<file path="src/rtl/sp_sr_rx_if.sv">
// Serial receiver link bundle: line side inputs (sample strobe, serial pin)
// and byte-consumer side outputs (data, valid/error pulses, busy).
interface sp_sr_rx_if #(
   parameter int DATA_BITS = 8
);
   logic                 sampleClk;
   logic                 in;
   logic [DATA_BITS-1:0] out;
   logic                 valid;
   logic                 frameErr;
   logic                 busy;

   modport master (
      output sampleClk, in,
      input  out, valid, frameErr, busy
   );

   modport slave (
      input  sampleClk, in,
      output out, valid, frameErr, busy
   );
endinterface

</file>
<file path="src/rtl/sp_sr_rx.sv">
// Oversampling serial-to-parallel receiver: start/DATA_BITS MSB-first/stop frames
// on an idle-high line, one-cycle valid or frameErr pulse per frame.
module sp_sr_rx #(
   parameter int DATA_BITS   = 8,
   parameter int OVERSAMPLE  = 16,
   parameter int SYNC_STAGES = 2
) (
   input  logic        clk,
   input  logic        reset,
   sp_sr_rx_if.slave   bus
);
   localparam int TICK_W = $clog2(OVERSAMPLE);
   localparam int BIT_W  = (DATA_BITS > 1) ? $clog2(DATA_BITS) : 1;
   localparam logic [TICK_W-1:0] TICK_MID  = TICK_W'(OVERSAMPLE / 2 - 1);
   localparam logic [TICK_W-1:0] TICK_END  = TICK_W'(OVERSAMPLE - 1);
   localparam logic [BIT_W-1:0]  BIT_LAST  = BIT_W'(DATA_BITS - 1);

   typedef enum logic [2:0] {
      S_IDLE,
      S_START,
      S_DATA,
      S_STOP,
      S_WAIT_IDLE
   } state_t;

   logic [SYNC_STAGES-1:0] r_sync;
   state_t                 r_state;
   logic [TICK_W-1:0]      r_tick;
   logic [BIT_W-1:0]       r_bit;
   logic [DATA_BITS-1:0]   r_shreg;
   logic [DATA_BITS-1:0]   r_out;
   logic                   r_valid;
   logic                   r_ferr;
   logic                   r_busy;

   logic                   w_s;
   state_t                 w_state_nxt;
   logic [TICK_W-1:0]      w_tick_nxt;
   logic [BIT_W-1:0]       w_bit_nxt;
   logic [DATA_BITS-1:0]   w_shreg_nxt;
   logic [DATA_BITS-1:0]   w_out_nxt;
   logic                   w_valid_nxt;
   logic                   w_ferr_nxt;

   assign w_s = r_sync[SYNC_STAGES-1];

   // Synchroniser resets to 1s so a reset never looks like a start edge.
   always_ff @(posedge clk) begin
      // NOTE: sequential state uses <= so every flop updates from pre-edge values.
      if (!reset) r_sync <= '1;
      else        r_sync <= {r_sync[SYNC_STAGES-2:0], bus.in};
   end

   always_ff @(posedge clk) begin
      if (!reset) begin
         r_state <= S_IDLE;
         r_tick  <= '0;
         r_bit   <= '0;
         r_shreg <= '0;
         r_out   <= '0;
         r_valid <= 1'b0;
         r_ferr  <= 1'b0;
         r_busy  <= 1'b0;
      end else begin
         r_state <= w_state_nxt;
         r_tick  <= w_tick_nxt;
         r_bit   <= w_bit_nxt;
         r_shreg <= w_shreg_nxt;
         r_out   <= w_out_nxt;
         r_valid <= w_valid_nxt;
         r_ferr  <= w_ferr_nxt;
         r_busy  <= (w_state_nxt != S_IDLE);
      end
   end

   always_comb begin
      // NOTE: every combinational output gets a default first, so no latch is inferred.
      w_state_nxt = r_state;
      w_tick_nxt  = r_tick;
      w_bit_nxt   = r_bit;
      w_shreg_nxt = r_shreg;
      w_out_nxt   = r_out;
      w_valid_nxt = 1'b0;
      w_ferr_nxt  = 1'b0;
      if (bus.sampleClk) begin
         case (r_state)
            S_IDLE: begin
               if (!w_s) begin
                  w_state_nxt = S_START;
                  w_tick_nxt  = '0;
               end
            end
            S_START: begin
               if (r_tick == TICK_MID) begin
                  w_tick_nxt = '0;
                  if (!w_s) begin
                     w_state_nxt = S_DATA;
                     w_bit_nxt   = '0;
                  end else begin
                     w_state_nxt = S_IDLE;
                  end
               end else begin
                  w_tick_nxt = r_tick + 1'b1;
               end
            end
            S_DATA: begin
               if (r_tick == TICK_END) begin
                  w_shreg_nxt = {r_shreg[DATA_BITS-2:0], w_s};
                  w_tick_nxt  = '0;
                  if (r_bit == BIT_LAST) w_state_nxt = S_STOP;
                  else                   w_bit_nxt   = r_bit + 1'b1;
               end else begin
                  w_tick_nxt = r_tick + 1'b1;
               end
            end
            S_STOP: begin
               if (r_tick == TICK_END) begin
                  w_tick_nxt = '0;
                  if (w_s) begin
                     w_out_nxt   = r_shreg;
                     w_valid_nxt = 1'b1;
                     w_state_nxt = S_IDLE;
                  end else begin
                     w_ferr_nxt  = 1'b1;
                     w_state_nxt = S_WAIT_IDLE;
                  end
               end else begin
                  w_tick_nxt = r_tick + 1'b1;
               end
            end
            S_WAIT_IDLE: begin
               if (w_s) w_state_nxt = S_IDLE;
            end
            default: w_state_nxt = S_IDLE;
         endcase
      end
   end

   assign bus.out      = r_out;
   assign bus.valid    = r_valid;
   assign bus.frameErr = r_ferr;
   assign bus.busy     = r_busy;
endmodule

</file>
<file path="src/flat_wrapper.sv">
// flat-port wrapper written by rule: the top's interface ports become plain ports
module sp_sr_rx_flat 
#(
   parameter int DATA_BITS   = 8,
   parameter int OVERSAMPLE  = 16,
   parameter int SYNC_STAGES = 2
)
  (clk, reset, bus_sampleClk, bus_in, bus_out, bus_valid, bus_frameErr, bus_busy);
  sp_sr_rx_if #(.DATA_BITS(DATA_BITS)) bus_i ();
  input  logic clk;
  input  logic reset;
  input wire logic [$bits(bus_i.sampleClk)-1:0] bus_sampleClk;
  input wire logic [$bits(bus_i.in)-1:0] bus_in;
  output wire logic [$bits(bus_i.out)-1:0] bus_out;
  output wire logic [$bits(bus_i.valid)-1:0] bus_valid;
  output wire logic [$bits(bus_i.frameErr)-1:0] bus_frameErr;
  output wire logic [$bits(bus_i.busy)-1:0] bus_busy;
  assign bus_i.sampleClk = bus_sampleClk;
  assign bus_i.in = bus_in;
  assign bus_out = bus_i.out;
  assign bus_valid = bus_i.valid;
  assign bus_frameErr = bus_i.frameErr;
  assign bus_busy = bus_i.busy;
  sp_sr_rx #(.DATA_BITS(DATA_BITS), .OVERSAMPLE(OVERSAMPLE), .SYNC_STAGES(SYNC_STAGES)) u_core (.clk(clk), .reset(reset), .bus(bus_i));
endmodule
</file>
<file path="config.mk">
export PLATFORM = sky130hd
export DESIGN_NAME = sp_sr_rx_flat
export DESIGN_NICKNAME = d
export VERILOG_FILES = /design/src/rtl/sp_sr_rx_if.sv /design/src/rtl/sp_sr_rx.sv /design/src/flat_wrapper.sv
export SDC_FILE = /design/constraint.sdc
export NUM_CORES = 1
export LEC_CHECK = 0
export BUFFER_PORTS_ARGS = -buffer_cell sky130_fd_sc_hd__buf_4
export CAP_MARGIN = 10
export CORE_AREA = 2 2 57 59
export DETAILED_ROUTE_END_ITERATION = 12
export DIE_AREA = 0 0 59 61
export MAX_ROUTING_LAYER = met4
export PLACE_DENSITY_LB_ADDON = 0.1
export SLEW_MARGIN = 20
export SYNTH_ARGS = -nofsm -noshare
export SYNTH_HDL_FRONTEND = slang
export SYNTH_SLANG_ARGS = --single-unit
</file>
<file path="constraint.sdc">
create_clock -name clk -period 1.5 [get_ports clk]
set_input_delay 0 -clock clk [delete_from_list [all_inputs] [get_ports clk]]
set_output_delay 0 -clock clk [all_outputs]
set_load 0.05 [all_outputs]
</file>
==> summary.md, run 1 <==
| Metric | Value |
|---|---|
| Status | `finished, violations left` |
| Failing checks | `negative setup slack` |
| Largest net degree at the start of global routing | `35` |
| CP Class | `reg -> reg` |
| Combinational share of power | `4.6%` |
| EDFF count, synth | `0` |
| Synthesized area per cell | `9.67 um2` |
| Top delay family on crit path | `simple AND/OR/NAND/NOR gates` |
| CTS tree | `done` |
| Filler cells | `261` |
| CP Launch Type | `flip-flop` |
| Site Rows | `20` |
| Max frequency | `0.655 GHz` |
| Drt total wl | `3060 um` |
| Main synth FF type | `dfxtp_1` |
| R2R depth | `4` |
| Placer Congestion | `0.769` |
| Clock latency on the worst-skew pair | `0.34 ns` |
| Hold path depth | `3` |
| DRT antenna net count | `0` |
| R2R Path End | `u_core.r_bit[0]$_SDFFE_PN0P_` |
| Synth cell types | `41` |
| Internal power | `1.25 mW` |
| Max rail drop VDD | `0.574 mV` |
| Die H | `61 um` |
| Endpoints failing setup | `3` |
| Final nets | `191` |
| IO Port Bufs | `14` |
| Starting Density | `49.4%` |
| Core area | `2950 um2` |
| Post-layout util | `65.6%` |
| Hold Crit Start | `bus_in` |
| Switching part of the total | `21.3%` |
| Wire length per cell | `14.0 um` |
| Hpwl dp | `1960 um` |
| Post-synthesis cell count | `151` |
| Via/cell ratio | `5.41` |
| Sequential share of power | `51.9%` |
| Clk root buf | `clkbuf_4` |
| Reg2reg start | `u_core.r_state[2]$_SDFF_PN0_` |
| Sink Count | `31` |
| Cell Chain, Critical Path | `or4b_4, o41ai_2, and3_4, mux2i_1` |
| Worst R2R Setup Slack | `-0.03 ns` |
| #FFs+latches synth | `31` |
| Period utilisation layout | `102%` |
| GRT overflow | `0` |
| Worst Path Arrival | `1.79 ns` |
| Max cap viols | `0` |
| Mapped Area | `1460 um2` |
| DRC viols | `0` |
| Actual slew at the worst max-slew pin | `0.375 ns` |
| Design Area, Final | `1940 um2` |
| GRT Total Usage | `20.2%` |
| Clk pwr share | `43.4%` |
| Syn_nets | `158` |
| Net Switching | `0.339 mW` |
| Crit path buf inv count | `0` |
| Syn-to-layout area delta | `32.6%` |
| Crit. path cell count | `4` |
| I/O Pins | `15` |
| Clock Tree Buf Depth | `2` |
| CTS Buf Count | `5` |
| H-tree depth | `2` |
| Crit path max-delay cell type | `or4b_4` |
| Clock-pin slew on the worst setup and hold paths | `0.10 ns` |
| RSZ-0062 raised after global routing | `true` |
| Sequential area share after synthesis | `42.5%` |
| Hold crit path type | `in -> reg` |
| Setup ws final | `-0.0275 ns` |
| Share of cells above drive strength 1 | `34.1%` |
| Synth warnings | `0` |
| Worst-path maximum fanout | `8` |
| Fin crit period | `1.53 ns` |
| DIE AREA | `3600 um2` |
| Vias in the first global route | `1127` |
| Pwr Density | `823 nW/um2` |
| Final number of hold-violating endpoints | `0` |
| Endpoint, Worst Hold | `u_core.r_sync[0]$_SDFF_PN1_` |
| First-pass GRT wire length | `5150 um` |
| Drt first-iter violations | `52` |
| Worst Skew | `0.00371 ns` |
| Vias | `1180` |
| Die Span X | `59 um` |
| Total leakage power | `0.712 nW` |
| Placed Area | `1700 um2` |
| Ant. Diodes | `0` |
| Drt pass-1 iters | `4` |
| Pins Over Slew Limit | `0` |
| Headroom to the max-slew limit | `74.9%` |
| Pre-CTS setup slack | `-0.0822 ns` |
| Worst Path Required | `1.77 ns` |
| Ys async rst share | `0%` |
| Initial antenna violation count | `0` |
| CP Capture Type | `flip-flop` |
| CP peak stage delay | `0.56 ns` |
| Hold WS | `0.396 ns` |
[stage by stage]
| stage | total power [mW] | cells | setup TNS [ns] |
|---|---|---|---|
| after CTS | 1.61 | 216 | 0 |
| after global routing | 1.66 | 218 | -1.19 |
| after detailed placement | 0.912 | 204 | -0.236 |
| final | 1.59 | 218 | -0.0468 |
| after global placement | 0.910 | 204 | -0.190 |
| after floorplan | 0.890 | 151 | -0.181 |
[repair_timing]
item	4_1_cts	5_1_grt
endpoints found under the hold margin	3	0
endpoints found under the setup margin	13	22
resized for setup	11	11
cloned	1	0
buffers inserted	0	2
hold buffers	3	0
pin swaps	4	5
[layout by cell type, fill, tap and decap left out, drive strengths merged]
cell type	n
buf	32
dfxtp	31
nor2b	19
mux2i	19
nand2	11
nor2	7
clkbuf	6
nand3	5
nand2b	5
inv	4
nor3	4
nor3b	3
nand3b	3
o21ai	3
ha	3
dlygate4sd3	3
a21boi	3
o32ai	2
o211ai	2
and3	2
nand4	1
or2	1
xor2	1
o41a	1
or4	1
or4b	1
and4	1
a41oi	1
and2	1
o31a	1
o41ai	1
a21oi	1
and4b	1
a21o	1
or3	1
a211o	1
bufinv	1
clkinv	1
[final cells by class]
class	count	area [um2]	share of cell area, %
Multi-Input combinational cell	107	882	45.6
Sequential cell	31	631	32.6
Timing Repair Buffer	35	280	14.5
Clock buffer	6	51.3	2.65
Tap cell	33	41.3	2.13
Clock inverter	2	35.0	1.81
Inverter	4	15.0	0.776
[how the worst max path moves through the flow]
stage	start	endpoint	slack [ns]
finish	u_core.r_state[2]$_SDFF_PN0_	u_core.r_bit[0]$_SDFFE_PN0P_	-0.03
global route	u_core.r_state[2]$_SDFF_PN0_	u_core.r_bit[0]$_SDFFE_PN0P_	-0.08
CTS	u_core.r_bit[1]$_SDFFE_PN0P_	u_core.r_bit[0]$_SDFFE_PN0P_	0.005
detailed placement	u_core.r_bit[0]$_SDFFE_PN0P_	u_core.r_bit[1]$_SDFFE_PN0P_	-0.08
global placement	u_core.r_bit[0]$_SDFFE_PN0P_	u_core.r_bit[0]$_SDFFE_PN0P_	-0.07
floorplan	u_core.r_tick[1]$_SDFFE_PN0P_	u_core.r_shreg[0]$_SDFFE_PN0P_	-0.02
[power by group through the flow]
stage | registers, mW | logic [mW] | clock network (mW)
after floorplan | 0.852 | 0.0375 | 0
after detailed placement | 0.848 | 0.0636 | 0
after global placement | 0.848 | 0.0619 | 0
after CTS | 0.829 | 0.0710 | 0.707
after global routing | 0.828 | 0.0797 | 0.748
final | 0.827 | 0.0736 | 0.692
[metal layers]
| metal | up-vias | GRT usage, % | wire (um) |
|---|---|---|---|
| met5 | - | - | 0 |
| met4 | 0 | 8.12 | 61 |
| met3 | 7 | 6.82 | 133 |
| met2 | 26 | 32.9 | 1540 |
| met1 | 553 | 22.9 | 1330 |
| li1 | 594 | - | - |
[flip-flops by register name, summed over array words and instances, names as in the netlist]
signal,count
u_core.r_state,3
u_core.bus.out,8
u_core.r_shreg,8
u_core.bus.frameErr,1
u_core.r_tick,4
u_core.bus.valid,1
u_core.r_bit,3
u_core.r_sync,2
u_core.bus.busy,1
[worst reg2reg max path: cells and delay by family, from the launching register on]
family | cells | cell delay (ns)
simple gates | 2 | 0.82
flops | 1 | 0.38
mux | 1 | 0.18
compound gates | 1 | 0.07
[kinds of logic after synthesis]
kind of cell               Yosys count  synth area share (%)
AOI/OAI and AO/OA                   17                  9.34
xor gates and xnor gates             1                 0.600
adders and majority gates            3                  2.57
buffers and inverters               13                  4.63
DFF                                 31                  42.5
muxes                               19                  13.0
and+or+nand+nor                     67                  27.3
[cell usage after synthesis (2+ instances only)]
cell type | instances | share of area, %
dfxtp_1 | 31 | 43
mux2i_1 | 19 | 13
nor2b_1 | 19 | 8.1
nand2_1 | 11 | 2.8
nor2_1 | 7 | 1.8
nand3_1 | 5 | 1.7
inv_1 | 4 | 1.0
nand2b_1 | 4 | 1.7
buf_2 | 3 | 1.0
clkbuf_1 | 3 | 0.77
ha_1 | 3 | 2.6
nand3b_1 | 3 | 1.5
nor3_1 | 3 | 1.0
nor3b_1 | 3 | 1.5
o21ai_0 | 3 | 1.0
a21boi_0 | 2 | 1.0
and3_1 | 2 | 0.86
buf_4 | 2 | 1.0
o211ai_1 | 2 | 1.0
(Power assumes the default switching activity.)
==> run 2, diff against run 1 <==
--- a/config.mk
+++ b/config.mk
@@ -5,11 +5,14 @@
 export SDC_FILE = /design/constraint.sdc
 export NUM_CORES = 1
 export LEC_CHECK = 0
+export ABC_AREA = 1
 export BUFFER_PORTS_ARGS = -buffer_cell sky130_fd_sc_hd__buf_4
 export CAP_MARGIN = 10
-export CORE_AREA = 2 2 57 59
+export CELL_PAD_IN_SITES_DETAIL_PLACEMENT = 0
+export CELL_PAD_IN_SITES_GLOBAL_PLACEMENT = 2
+export CORE_AREA = 2 2 72 74
 export DETAILED_ROUTE_END_ITERATION = 12
-export DIE_AREA = 0 0 59 61
+export DIE_AREA = 0 0 74 76
 export MAX_ROUTING_LAYER = met4
 export PLACE_DENSITY_LB_ADDON = 0.1
 export SLEW_MARGIN = 20
==> run 2 against run 1 <==
Against the previous run: the run now ends clean; sequential power up 0.6%; via count up 2.0%; first-iteration DRC count up 12%; largest power group is now clock.
==> summary.md, run 2 <==
| Metric | Value |
|---|---|
| Synthesized area per cell | `7.39 um2 (-24%)` |
| Pre-CTS setup slack | `0.0305 ns (+0.113 ns)` |
| Ant. Diodes | `0 (unchanged)` |
| I/O Pins | `15 (unchanged)` |
| Setup ws final | `0.139 ns (+0.166 ns)` |
| Max cap viols | `0 (unchanged)` |
| Worst Path Required | `1.68 ns (-0.09 ns)` |
| DRT antenna net count | `0 (unchanged)` |
| DRC viols | `0 (unchanged)` |
| CP Capture Type | `flip-flop` |
| GRT overflow | `0 (unchanged)` |
| Crit. path cell count | `7 (+3)` |
| Largest net degree at the start of global routing | `24 (-31%)` |
| Ys async rst share | `0% (unchanged)` |
| Pins Over Slew Limit | `0 (unchanged)` |
| #FFs+latches synth | `31 (unchanged)` |
| CP Launch Type | `flip-flop` |
| Fin crit period | `1.36 ns (-0.166 ns)` |
| Vias in the first global route | `1070 (-5.1%)` |
| Most frequent cell after synthesis | `dfxtp_1` |
| Most frequent cells in the layout | `dfxtp_1 (29), nor2_1 (27), nand2_1 (27)` |
| IO Port Bufs | `14 (unchanged)` |
| Max rail drop VDD | `0.392 mV (-32%)` |
| Most used cell, CP | `nor2_1` |
| Syn-to-layout area delta | `27.9%` |
| Drt pass-1 iters | `4 (unchanged)` |
| Share of cells above drive strength 1 | `23.9% (-10 points)` |
| DIE AREA | `5620 um2 (+56%)` |
| CP peak stage delay | `0.35 ns (-0.21 ns)` |
| CTS tree | `done` |
| Crit path max-delay cell type | `dfxtp_2` |
| Vias | `1204 (+2.0%)` |
| Clock Tree Buf Depth | `2 (unchanged)` |
| CP Class | `reg -> reg` |
| GRT Total Usage | `12.7% (-7.5 points)` |
| Drt first-iter violations | `58 (+12%)` |
| Largest cells by area after synthesis | `dfxtp_1 (45%), inv_1 (7.7%), nand2_1 (7.7%), nor2_1 (7.4%), a21oi_1 (6.9%)` |
| Total leakage power | `0.780 nW (+9.6%)` |
| Worst Path Arrival | `1.55 ns (-0.24 ns)` |
| Status | `complete, no violations` |
| Worst Skew | `0.00297 ns (-0.000742 ns)` |
| R2R depth | `7 (+3)` |
| Area share of the largest cell type after synthesis | `45.2% (+2.7 points)` |
| Via/cell ratio | `4.25 (-21%)` |
| Mapped Area | `1370 um2 (-5.9%)` |
| Clock-pin slew on the worst setup and hold paths | `0.07 ns (-0.03 ns)` |
| Pwr Density | `1010 nW/um2 (+23%)` |
| Design Area, Final | `1760 um2 (-9.2%)` |
| EDFF count, synth | `0 (unchanged)` |
| Die H | `76 um (+25%)` |
| Final nets | `219 (+15%)` |
| Yosys top cell by area | `dfxtp_1` |
| Final number of hold-violating endpoints | `0 (unchanged)` |
| Placed Area | `1590 um2 (-6.4%)` |
| Worst-path maximum fanout | `7 (-1)` |
| Initial antenna violation count | `0 (unchanged)` |
| CTS Buf Count | `5 (unchanged)` |
| Wire length per cell | `11.0 um (-21%)` |
| Core area | `4910 um2 (+66%)` |
| Main synth FF type | `dfxtp_1` |
| H-tree depth | `2 (unchanged)` |
| Placer Congestion | `0.803 (+4.5%)` |
| Clock latency on the worst-skew pair | `0.29 ns (-0.05 ns)` |
| Capture point of the critical path | `u_core.r_shreg[2]$_SDFFE_PN0P_` |
| Most common cell after layout, fill and taps aside | `dfxtp_1` |
| Endpoints failing setup | `0 (-3)` |
| Die Span X | `74 um (+25%)` |
| RSZ-0062 raised after global routing | `false` |
| Synth top cells by count | `dfxtp_1 (31), inv_1 (28), nand2_1 (28)` |
| Starting Density | `28.0% (-21 points)` |
| Period utilisation layout | `90.8% (-11 points)` |
| Site Rows | `26 (+30%)` |
| Actual slew at the worst max-slew pin | `0.355 ns (-0.0199 ns)` |
| Synth cell types | `24 (-41%)` |
| Sink Count | `31 (unchanged)` |
| Syn_nets | `193 (+22%)` |
| Hpwl dp | `2250 um (+15%)` |
| Clk root buf | `clkbuf_8` |
| Headroom to the max-slew limit | `76.3% (+1.3 points)` |
| Hold crit path type | `in -> reg` |
| Cell Chain, Critical Path | `ha_2, nand3_2, buf_4, nor3_4, inv_2, nor2_1, nor2_1` |
| Drt total wl | `3130 um (+2.1%)` |
| First-pass GRT wire length | `5260 um (+2.0%)` |
| Worst R2R Setup Slack | `0.14 ns (+0.17 ns)` |
| Max frequency | `0.735 GHz (+12%)` |
| Crit path buf inv count | `2 (+2)` |
| Synth warnings | `0 (unchanged)` |
| Final TNS setup | `0 ns (+0.0468 ns)` |
| Reg2reg start | `u_core.r_tick[0]$_SDFFE_PN0P_` |
| Top delay family on crit path | `simple AND/OR/NAND/NOR gates` |
| Crit. Startpoint | `u_core.r_tick[0]$_SDFFE_PN0P_` |
| Post-synthesis cell count | `186 (+23%)` |
| Post-layout util | `35.8% (-30 points)` |
| Sequential area share after synthesis | `45.2% (+2.7 points)` |
| R2R Path End | `u_core.r_shreg[2]$_SDFFE_PN0P_` |
## run 2: changes by cell type in the layout (fill, tap and decap cells not counted), moves of 17 or more
| cell | before | now |
|---|---|---|
| a21oi_1 | 1 | 18 |
| nor2_1 | 7 | 27 |
| mux2i_1 | 17 | 0 |
| nand2_1 | 9 | 27 |
| inv_1 | 4 | 26 |
| nor2b_1 | 19 | 0 |
## run 2: layer usage
layer | global-route usage, % | part of all wire (%) | up-vias
li1 | - | - | 649
met1 | 17.6 | 51 | 535
met2 | 16.0 | 43 | 14
met3 | 4.76 | 3.8 | 6
met4 | 6.00 | 2.2 | 0
met5 | - | 0 | -
## run 2: tightest hold or removal path, delay by kind of cell
family | cells | cell delay [ns]
buffers and inverters | 1 | 0.15
AOI/OAI and AO/OA | 1 | 0.06
and+or+nand+nor | 1 | 0.09
## run 2: power breakdown
part           internal (mW)  leakage [nW]  switching, mW  total (mW)
clock network          0.537        0.0612          0.334       0.872
registers              0.828         0.251        0.00404       0.832
logic                 0.0242         0.468         0.0477      0.0718
## run 2: cell families after synthesis
logic type	Yosys count	synth area share, %
AND/OR/NAND/NOR	76	25.7
buffers and inverters	34	10.1
flip-flops	31	45.2
adder cells (fa/ha/maj)	3	2.73
XOR/XNOR	1	0.638
AO/OA/AOI/OAI	41	15.7
## run 2: timing repair
item                                   in CTS  in global routing
hold buffers                                1                  0
endpoints found under the hold margin       1                  0
buffers inserted                            0                  1
resized for setup                           0                 11
setup endpoints to repair                   0                 20
## run 2: worst min path at each step
stage                                              end     startpoint  cells after the start  slack [ns]
after floorplan            u_core.r_sync[0]$_SDFF_PN1_         bus_in                      1        0.11
after global routing      u_core.r_state[1]$_SDFF_PN0_  bus_sampleClk                      3        0.07
after detailed placement   u_core.r_sync[0]$_SDFF_PN1_         bus_in                      2        0.19
after global placement     u_core.r_sync[0]$_SDFF_PN1_         bus_in                      2        0.19
final                     u_core.r_state[1]$_SDFF_PN0_  bus_sampleClk                      3        0.06
after CTS                 u_core.r_state[1]$_SDFF_PN0_  bus_sampleClk                      3        0.04
## run 2: final cells by class
type                    count  area, um2
clock buffers               6       82.6
clock inverters             2       35.0
fillers                   524       3160
inverters                  30        113
multi-input cells         121        637
flip-flops and latches     31        623
well taps                  70       87.6
repair buffers             23        179
## run 2: stage by stage
stage | power [mW] | instances | hold WS, ns
final | 1.78 | 283 | 0.0598
after detailed placement | 0.917 | 273 | 0.191
after floorplan | 0.898 | 186 | 0.107
after global routing | 1.85 | 283 | 0.0722
after CTS | 1.80 | 282 | 0.0441
after global placement | 0.918 | 273 | 0.190
==> run 3, diff against run 2 <==
--- a/config.mk
+++ b/config.mk
@@ -6,11 +6,12 @@
 export NUM_CORES = 1
 export LEC_CHECK = 0
 export ABC_AREA = 1
-export BUFFER_PORTS_ARGS = -buffer_cell sky130_fd_sc_hd__buf_4
+export BUFFER_PORTS_ARGS = -buffer_cell sky130_fd_sc_hd__buf_2
 export CAP_MARGIN = 10
 export CELL_PAD_IN_SITES_DETAIL_PLACEMENT = 0
 export CELL_PAD_IN_SITES_GLOBAL_PLACEMENT = 2
 export CORE_AREA = 2 2 72 74
+export CTS_CLUSTER_SIZE = 12
 export DETAILED_ROUTE_END_ITERATION = 12
 export DIE_AREA = 0 0 74 76
 export MAX_ROUTING_LAYER = met4
==> constraint.sdc (replaced) <==
create_clock -name clk -period 1.5 [get_ports clk]
set_input_delay 0 -clock clk [delete_from_list [all_inputs] [get_ports clk]]
set_output_delay 0 -clock clk [all_outputs]
set_load 0.005 [all_outputs]
==> run 3 against run 2 <==
Against the previous run: clock power shrank 24%; worst setup slack lost 0.0043 ns; sequential power is essentially flat; critical path depth is the same.
==> summary.md, run 3 (same netlist as run 2, synthesis figures left out) <==
| Metric | Value |
|---|---|
| Status | `complete, no violations` |
| Final TNS setup | `0 ns (unchanged)` |
| Post-layout util | `34.5% (-1.3 points)` |
| DIE AREA | `5620 um2 (unchanged)` |
| CTS Buf Count | `5 (unchanged)` |
| IO Port Bufs | `14 (unchanged)` |
| Drt pass-1 iters | `4 (unchanged)` |
| GRT Total Usage | `12.4% (-0.25 points)` |
| Largest net degree at the start of global routing | `17 (-29%)` |
| CP Class | `reg -> reg` |
| Ant. Diodes | `0 (unchanged)` |
| RSZ-0062 raised after global routing | `false` |
| Initial antenna violation count | `0 (unchanged)` |
| Via/cell ratio | `4.30 (+1.0%)` |
| GRT overflow | `0 (unchanged)` |
| Drt total wl | `3110 um (-0.64%)` |
| Worst R2R Setup Slack | `0.13 ns (about the same)` |
| Hold Crit Start | `reset` |
| R2R Path End | `u_core.bus.out[2]$_SDFFE_PN0P_` |
| Clock Tree Buf Depth | `2 (unchanged)` |
| Vias in the first global route | `1083 (+1.2%)` |
| I/O Pins | `15 (unchanged)` |
| Dpl cells | `273 (unchanged)` |
| Hold WS | `0.0467 ns (-0.0130 ns)` |
| Die Span X | `74 um (unchanged)` |
| Vias | `1216 (+1.0%)` |
| CP peak stage delay | `0.34 ns (about the same)` |
| Max rail drop VDD | `0.367 mV (-6.4%)` |
| Clock latency on the worst-skew pair | `0.28 ns (about the same)` |
| Actual slew at the worst max-slew pin | `0.345 ns (-0.00980 ns)` |
| Crit path max-delay cell type | `dfxtp_2` |
| Max cap viols | `0 (unchanged)` |
| Worst Skew | `0.00991 ns (+0.00694 ns)` |
| Final number of hold-violating endpoints | `0 (unchanged)` |
| DRT antenna net count | `0 (unchanged)` |
| Clock-pin slew on the worst setup and hold paths | `0.07 ns (about the same)` |
| Worst Path Required | `1.67 ns (about the same)` |
| Total leakage power | `0.771 nW (-1.2%)` |
| CP Launch Type | `flip-flop` |
| Hpwl dp | `2190 um (-2.5%)` |
| Drt first-iter violations | `61 (+5.2%)` |
| Final nets | `220 (+0.46%)` |
| Total Power | `1.57 mW (-12%)` |
| Worst-path maximum fanout | `16 (+9)` |
| Fin crit period | `1.37 ns (+0.00432 ns)` |
| Worst Path Arrival | `1.54 ns (about the same)` |
| Placer Congestion | `0.799 (-0.49%)` |
| Sink Count | `31 (unchanged)` |
| Cell Chain, Critical Path | `ha_2, nand3_2, inv_1, nand4_2, buf_4, o21ai_0, a21oi_1` |
| Core area | `4910 um2 (unchanged)` |
| Endpoint, Worst Hold | `u_core.r_shreg[2]$_SDFFE_PN0P_` |
| DRC viols | `0 (unchanged)` |
| Setup ws final | `0.134 ns (-0.00432 ns)` |
| R2R depth | `7 (unchanged)` |
| Placed Area | `1560 um2 (-2.2%)` |
| Hold path depth | `3 (unchanged)` |
| Reg2reg start | `u_core.r_tick[1]$_SDFFE_PN0P_` |
| Site Rows | `26 (unchanged)` |
| First-pass GRT wire length | `5240 um (-0.25%)` |
| Most frequent cells in the layout | `nand2_1 (28), dfxtp_1 (28), nor2_1 (27)` |
| H-tree depth | `2 (unchanged)` |
| CP Capture Type | `flip-flop` |
| Max frequency | `0.732 GHz (-0.32%)` |
| Finished Layout Cells | `283 (unchanged)` |
| Period utilisation layout | `91.0% (+0.29 points)` |
| Wire length per cell | `11.0 um (-0.64%)` |
| Starting Density | `28.0% (unchanged)` |
| Die H | `76 um (unchanged)` |
| Endpoints failing setup | `0 (unchanged)` |
| Hold crit path type | `in -> reg` |
| Headroom to the max-slew limit | `76.9% (+0.66 points)` |
| Clk root buf | `clkbuf_8` |
| CTS tree | `done` |
| Pwr Density | `925 nW/um2 (-8.5%)` |
| Pre-CTS setup slack | `0.0635 ns (+0.0330 ns)` |
| Share of cells above drive strength 1 | `23.5% (-0.47 points)` |
| Pins Over Slew Limit | `0 (unchanged)` |
| Syn-to-layout area delta | `23.2%` |
| Design Area, Final | `1690 um2 (-3.6%)` |
[run 3: metal layers]
metal	track usage (%)	vias up	routed length, um
li1	-	646	-
met1	18.3	535	1670
met2	15.3	30	1270
met3	4.76	5	133
met4	4.36	0	35
met5	-	-	0
[run 3: worst max-delay path: cells and delay by family, from the launching register on]
family / cells / cell delay, ns
AOI/OAI and AO/OA: 2 / 0.26
DFF: 1 / 0.34
and+or+nand+nor: 2 / 0.16
adders and majority gates: 1 / 0.18
buffers and inverters: 2 / 0.31
[run 3: cell type report]
type                    instances  area [um2]
clock inverters                 1        5.00
well taps                      70        87.6
inverters                      30         113
repair buffers                 24         151
multi-input cells             121         629
flip-flops and latches         31         624
clock buffers                   6        82.6
fillers                       541        3220
[run 3: report_power, final]
| part | total, mW | internal [mW] | switching [mW] |
|---|---|---|---|
| sequential | 0.832 | 0.828 | 0.00358 |
| clock | 0.666 | 0.360 | 0.306 |
| combinational | 0.0680 | 0.0226 | 0.0453 |
[run 3: worst max path at each step]
stage,start,to,slack [ns],cells after the start
floorplan,u_core.r_tick[0]$_SDFFE_PN0P_,u_core.r_shreg[7]$_SDFFE_PN0P_,0.14,6
global placement,u_core.r_tick[0]$_SDFFE_PN0P_,u_core.bus.busy$_SDFF_PN0_,0.10,9
detailed placement,u_core.r_tick[0]$_SDFFE_PN0P_,u_core.r_shreg[2]$_SDFFE_PN0P_,0.06,7
CTS,u_core.r_tick[0]$_SDFFE_PN0P_,u_core.r_bit[2]$_SDFFE_PN0P_,0.07,7
global route,u_core.r_tick[1]$_SDFFE_PN0P_,u_core.r_shreg[3]$_SDFFE_PN0P_,0.0006,7
finish,u_core.r_tick[1]$_SDFFE_PN0P_,u_core.bus.out[2]$_SDFFE_PN0P_,0.13,7
[run 3: what timing repair did]
| action | in CTS | in global routing |
|---|---|---|
| setup endpoints to repair | 0 | 16 |
| hold endpoints to repair | 1 | 0 |
| setup buffers | 0 | 2 |
| gates resized for setup | 0 | 9 |
| hold buffers | 1 | 0 |
